File: config.mk
export PLATFORM = sky130hd
export DESIGN_NAME = oam_dma_ctrl
export DESIGN_NICKNAME = d
export VERILOG_FILES = /design/src/rtl/ppu_pkg.sv /design/src/rtl/oam_dma_ctrl.sv
export SDC_FILE = /design/constraint.sdc
export NUM_CORES = 1
export LEC_CHECK = 0
export CAP_MARGIN = 20
export CELL_PAD_IN_SITES_DETAIL_PLACEMENT = 1
export CELL_PAD_IN_SITES_GLOBAL_PLACEMENT = 2
export CORE_MARGIN = 2
export CORE_UTILIZATION = 22
export CTS_CLUSTER_SIZE = 30
export DETAILED_ROUTE_END_ITERATION = 16
export PLACE_DENSITY_LB_ADDON = 0.1
export REMOVE_ABC_BUFFERS = 1
export SLEW_MARGIN = 20
export SYNTH_ARGS = -nofsm -noshare
export SYNTH_HDL_FRONTEND = slang
export SYNTH_SLANG_ARGS = --single-unit
export TNS_END_PERCENT = 100
File: constraint.sdc
create_clock -name clk -period 2.5 [get_ports clk]
set_input_delay 0.75 -clock clk [delete_from_list [all_inputs] [get_ports clk]]
set_output_delay 0.75 -clock clk [all_outputs]
set_load 0.01 [all_outputs]
File: src/rtl/ppu_pkg.sv
// Shared PPU-side types and constants: OAM DMA sequencer states, trigger address and
// PPU register index for OAMDATA.
package ppu_pkg;

    typedef enum logic [2:0] {
        IDLE,
        HALT,
        ALIGN,
        GET,
        PUT
    } oam_dma_state_t;

    localparam logic [15:0] OAM_DMA_TRIG_ADDR = 16'h4014;
    localparam logic [2:0]  PPU_AIN_OAMDATA   = 3'd4;
    localparam int unsigned OAM_DMA_BYTES     = 256;

endpackage

File: src/rtl/oam_dma_ctrl.sv
// Sprite OAM DMA sequencer: halts the CPU on a $4014 write and copies one CPU page into
// OAMDATA as get/put pairs. Optional OAM_DMA_CYCLE_CNT_EN adds a dma_cycles length report.
module oam_dma_ctrl
    import ppu_pkg::*;
#(
    parameter logic [15:0] TRIG_ADDR   = OAM_DMA_TRIG_ADDR,
    parameter int unsigned OAM_BYTES   = OAM_DMA_BYTES,
    parameter logic [2:0]  OAMDATA_AIN = PPU_AIN_OAMDATA
) (
    input  logic        clk,
    input  logic        reset,
    input  logic        ce,
    input  logic [15:0] cpu_addr,
    input  logic        cpu_wr,
    input  logic [7:0]  cpu_dout,
    output logic        cpu_rdy,
    output logic        busy,
    output logic        bus_rd,
    output logic [15:0] bus_addr,
    input  logic [7:0]  bus_din,
    output logic        ppu_wr,
    output logic [2:0]  ppu_ain,
    output logic [7:0]  ppu_dout
`ifdef OAM_DMA_CYCLE_CNT_EN
    ,
    output logic [9:0]  dma_cycles
`endif
);

    localparam logic [7:0] LAST_IDX = 8'(OAM_BYTES - 1);

    oam_dma_state_t state_q;
    logic           parity_q;
    logic [7:0]     idx_q;
    logic [7:0]     page_q;
    logic [7:0]     data_q;
    logic           trig_hit;

    assign trig_hit = cpu_wr && (cpu_addr == TRIG_ADDR);

    // NOTE: sequential state uses non-blocking assignments so every register samples
    // pre-edge values regardless of statement order within the block.
    always_ff @(posedge clk) begin
        if (reset) begin
            state_q  <= IDLE;
            parity_q <= 1'b0;
            idx_q    <= '0;
            page_q   <= '0;
            data_q   <= '0;
        end else if (ce) begin
            parity_q <= ~parity_q;
            case (state_q)
                IDLE: begin
                    if (trig_hit) begin
                        page_q  <= cpu_dout;
                        idx_q   <= '0;
                        state_q <= HALT;
                    end
                end
                // ALIGN is inserted only when needed so that GET always lands on parity 0.
                HALT:  state_q <= parity_q ? GET : ALIGN;
                ALIGN: state_q <= GET;
                GET: begin
                    data_q  <= bus_din;
                    state_q <= PUT;
                end
                PUT: begin
                    idx_q   <= idx_q + 8'd1;
                    state_q <= (idx_q == LAST_IDX) ? IDLE : GET;
                end
                default: state_q <= IDLE;
            endcase
        end
    end

    assign busy     = (state_q != IDLE);
    assign cpu_rdy  = ~busy;
    assign bus_rd   = (state_q == GET);
    assign bus_addr = bus_rd ? {page_q, idx_q} : 16'h0000;
    assign ppu_wr   = (state_q == PUT);
    assign ppu_ain  = ppu_wr ? OAMDATA_AIN : 3'd0;
    assign ppu_dout = ppu_wr ? data_q : 8'h00;

`ifdef OAM_DMA_CYCLE_CNT_EN
    logic [9:0] run_q;
    logic [9:0] run_d;
    logic [9:0] total_q;

    assign run_d = run_q + 10'd1;

    // The running count only becomes visible once a transfer finishes its last PUT.
    always_ff @(posedge clk) begin
        if (reset) begin
            run_q   <= '0;
            total_q <= '0;
        end else if (ce && busy) begin
            if (state_q == PUT && idx_q == LAST_IDX) begin
                total_q <= run_d;
                run_q   <= '0;
            end else begin
                run_q <= run_d;
            end
        end
    end

    assign dma_cycles = total_q;
`endif

endmodule
Word level (Yosys, flattened, before mapping)
Cells that the tools add are included.
- output and inout port bits: 31
- register bits: 28
- input bits: 36
- logic and storage cells: 32
- bitwise operators: 2
- equality and inequality tests: 7
- muxes and demuxes: 9
- reductions and logical operators: 8
- add/sub/neg operators: 1
- operator list (operator ; count):
    == test 16 x 15 -> 1 bit, second input constant ; 1
    2-to-1 mux 16 bit ; 1
    2-to-1 mux 8 bit ; 2
    case mux 8 bit (2 select lines) ; 1
    case mux 3 bit (5 select lines) ; 1
    adder 8 x 1 -> 8 bit, second input constant ; 1
    == test 8 bit, second input constant ; 1
    == test 3 x 2 -> 1 bit, second input constant ; 2
    2-to-1 mux 3 bit ; 2
    AND reduction 3 bit ; 2
    AND reduction 2 bit ; 2
    == test 3 x 1 -> 1 bit, second input constant ; 1
    == test 3 bit, second input constant ; 1
    logical NOT 3 bit ; 1
    nonzero test 3 bit ; 1
    2-to-1 mux 2 bit ; 1
    != test 2 bit, second input constant ; 1
    NOT 1 bit ; 2
    nonzero test 2 bit ; 1
    logical AND 1 bit ; 1
    2-to-1 mux 1 bit ; 1

Depth between registers and ports, before layout
- depth after elaboration: 4
- gate-level depth with buffers: 6
- depth with buffers taken out: 6

Worst setup path before layout
OpenSTA, ideal clock, no wires.
- path type: input to register
- from: input cpu_addr[5]
- to: register page_q[0]
- path buffers: 0
- stages on the path: 5
- setup slack: 0.406 ns
- required time: 2.372 ns
- arrival time: 1.966 ns
- cell sequence: nor4b_1 -> nand4_1 -> nor3_4 -> mux2i_1 -> nor2_1
- cells in the longest elaborated chain, start to end: 3
- ends and longest elaborated chain (item ; line ; text):
    from (decl) ; oam_dma_ctrl.sv:13 ; input logic [15:0] cpu_addr,
    == test 16 x 15 -> 1 bit ; oam_dma_ctrl.sv:39 ; assign trig_hit = cpu_wr && (cpu_addr == TRIG_ADDR);
    logical AND 1 bit ; oam_dma_ctrl.sv:39 ;
    AND reduction 3 bit (no source line) ; -- ;
    to (signal assigned) ; oam_dma_ctrl.sv:55 ; page_q <= cpu_dout;
    to (decl) ; oam_dma_ctrl.sv:35 ; logic [7:0] page_q;
Every way passes these cells.
A chain may end at the register's enable or synchronous reset.

Final worst setup path
- from: register state_q[1]
- to: output ppu_dout[0]
- cells in the longest elaborated chain, start to end: 2
- ends and longest elaborated chain (item ; line ; text):
    from (decl) ; oam_dma_ctrl.sv:32 ; oam_dma_state_t state_q;
    from (signal assigned) ; oam_dma_ctrl.sv:61 ; HALT: state_q <= parity_q ? GET : ALIGN;
    from (signal assigned) ; oam_dma_ctrl.sv:69 ; state_q <= (idx_q == LAST_IDX) ? IDLE : GET;
    == test 3 bit ; oam_dma_ctrl.sv:80 ; assign ppu_wr = (state_q == PUT);
    2-to-1 mux 8 bit ; oam_dma_ctrl.sv:82 ; assign ppu_dout = ppu_wr ? data_q : 8'h00;
    to (decl) ; oam_dma_ctrl.sv:23 ; output logic [7:0] ppu_dout
Every way passes these cells.

==> impl_results.md <==
- Status: complete, no violations
- Register area share after synthesis: 38.6%
- Post-Synth Adder-Cell Area: less than 1%
- DR WL/cell: 13.2 microns
- Largest net degree at the start of global routing: 16
- Final GP Congestion: approximately 0.65
- CTS tree: done
- Hold path start: data_q[2]$_SDFFE_PP0P_
- DP HPWL: 3.40 mm
- Maximum clock path buffer count: 2
- Max-cap violations: 0
- Total CTS buffers: 3
- Number of enable flip-flop cells after synthesis: 0
- Period Utilization, post-route: a little over nine tenths
- Ys async rst share: 0%
- IO Count: 67
- Final setup fails: 0
- Design Area, Final: 2400 sq um
- Clock root buffer: clkbuf_8
- Grt ovf: 0
- Area grow syn2layout: 65.1%
- Starting Density: a little under a quarter
- Site Rows: 29
- Number of max-slew violations in the final report: 0
- Hold Path Class: reg -> reg
- First-pass GRT wire length: between 7 and 8 mm
- Die area: 7280 sq um
- Hold Path Depth: 2
- Mux cell area share after synthesis: roughly 5.5%
- H-Tree Depth: 1
- Initial antenna violation count: 0
- Drt pass-1 iters: 4
- Crit path kind: reg -> out
- Top post-synthesis cells by area: dfxtp_1 39%, and2_1 11%, nand2_1 6.2%
- Hold violation count in the final report: 0
- Via count: about 1500
- Largest family of logic cells by synthesized area: simple AND/OR/NAND/NOR gates
- Vias in the first global route: roughly 1600
- Die Ht: ~85 microns
- Final Power: a little over 0.0008 W
- CTS Hold Bufs: 0
- RR Startpoint: state_q[1]$_SDFFE_PP0P_
- Synthesized area: roughly 1500 sq um
- Count of warnings emitted by yosys: 0
- Cell Area, Placed: approximately 2300 sq um
- Number of remaining DRC errors: 0
- Clk_lat worst skew: 270 ps
- Fraction of the mapped netlist area in simple logic gates: 36.8%
- Area leader, netlist: dfxtp_1
- Final Critical Period: roughly 2500 ps
- Share of layout cells above drive strength 1: 12.8%
- PwrDens: 337 nW/um^2
- ANT nets after route: 0
- Clk sinks: 28
- Worst-path clk slew: 100 ps
- Avg Cell Area, Syn: approximately 8.0 sq um
- Worst setup EP type: output port
- Synth Area in XOR/XNOR: less than 1%
- Top-area cell type share of the netlist area: between 30% and 40%
- Iter 0 DRT Violations: 29
- Netlist cell types: 34
- Worst hold path endpoint: data_q[2]$_SDFFE_PP0P_
- Drt via density: 4.47
- Clock skew: around 3.1 ps
- Reg-to-reg slack, setup: approximately 690 ps
- FF-to-FF End: page_q[7]$_SDFFE_PP0P_
- ANT cells: 0
- Fin nets: 296
- Maximum clock rate: 407 MHz
- Core area: about 6400 sq um
- FF-to-FF path depth: 7
- Area fraction in compound gates after synthesis: about an eighth
- Most common cell after layout, fill and taps aside: clkdlybuf4s50_1
- Setup_tns: 0 ps
- Peak VDD IR: around 0.17 mV
- RSZ-0062 raised after global routing: true
- All-Layer GR Usage: between 10 and 15%
- Final wirelength: between 4 and 5 mm
- Die width: about 85 microns
- Synthesized flop and latch total: 28
- Arrival time at the worst endpoint: ~1700 ps
- Main synth FF type: dfxtp_1
- FILL cells: roughly 770
- Pleak: between 1 and 1.5 nW
- Most frequent cells in the layout: 40 x clkdlybuf4s50_1, 25 x and2_1, 25 x dfxtp_1, 24 x nand2_1, 18 x buf_4
- Worst EP required: 1750 ps
- Worst Setup Start Kind: flip-flop
- Port bufs: 64
- Cell count after synthesis: between 150 and 200
- Crit-path max FO: 5
## power by group
group / total [W] / internal [W] / switching (W) / leakage [nW]
Sequential: 0.000449 / 0.000447 / 0.00000124 / 0.227
Clock: 0.000283 / 0.000141 / 0.000142 / 0.0288
Combinational: 0.0000775 / 0.0000558 / 0.0000217 / 0.867
Total: 0.000809 / 0.000644 / 0.000165 / 1.12
## cells by family (layout without fill, tap and decap cells)
family,after synthesis,count (layout)
AND/OR/NAND/NOR,98,98
AO/OA/AOI/OAI,30,30
flip-flops,28,28
buffers and inverters,14,90
multiplexers,8,8
adder cells (fa/ha/maj),1,1
other,1,2
XOR/XNOR,1,1
## sequential cells by signal (all words and copies together) (netlist names)
signal and flops:
data_q 8, idx_q 8, page_q 8, state_q 3
parity_q 1
## critical path, cell delays in order (launching register included)
cell	delay, ps
dfxtp_2	360
nor3b_4	230
buf_4	180
and2_1	130
clkdlybuf4s50_1	530
## how the worst max path moves through the flow
stage,to,cells past startpoint,startpoint,slack (ps)
finish,ppu_dout[0],4,state_q[1]$_SDFFE_PP0P_,40
global placement,state_q[0]$_SDFFE_PP0P_,7,cpu_addr[9],-60
floorplan,ppu_dout[0],2,state_q[2]$_SDFFE_PP0P_,20
detailed placement,idx_q[0]$_SDFFE_PP0P_,7,cpu_addr[5],-60
CTS,bus_addr[6],5,state_q[2]$_SDFFE_PP0P_,5
global route,ppu_dout[0],4,state_q[1]$_SDFFE_PP0P_,-50
## cell usage after synthesis (all sizes together) (2+ instances only)
library cell	n
o21ai	7
a21oi	14
nand2b	7
nand3	6
clkbuf	6
nand4	2
nor2	17
and2	25
a31oi	2
nor3	3
nor4b	2
nor4	2
or3	2
nand2	24
dfxtp	28
buf	6
mux2i	8
nand3b	2
inv	2
nor3b	2
a311oi	4
and3	3
## metrics by stage
stage,util [%],hold WS (ps),worst slack [ps],std cells
after floorplan,-,426,15.6,170
after global placement,35.4,440,-62.3,327
after detailed placement,35.4,445,-64.1,327
after CTS,36.5,460,4.98,333
after global routing,37.6,475,-50.4,335
final,37.6,455,43.0,335
## final cells by class
class	instances	area [sq um]	share of cell area [%]
inverter	2	7.51	0.313
tap	77	96.3	4.01
timing repair buffer	84	830	34.6
sequential	28	564	23.5
multi-input combinational	140	847	35.3
clock buffer	4	55.1	2.29
## timing repair
| action | CTS | global route |
|---|---|---|
| cloned | 0 | 1 |
| setup buffers | 2 | 1 |
| resized for setup | 15 | 20 |
| pin swaps | 0 | 1 |
| setup endpoints to repair | 26 | 18 |
## layer usage
layer	up-vias	GRT usage, %	share of wire [%]
li1	764	-	-
met5	-	0	0
met2	33	21.4	49
met4	0	1.73	0.32
met1	699	16.2	46
met3	2	3.50	5.0
Power figures use the tool's default switching activity.
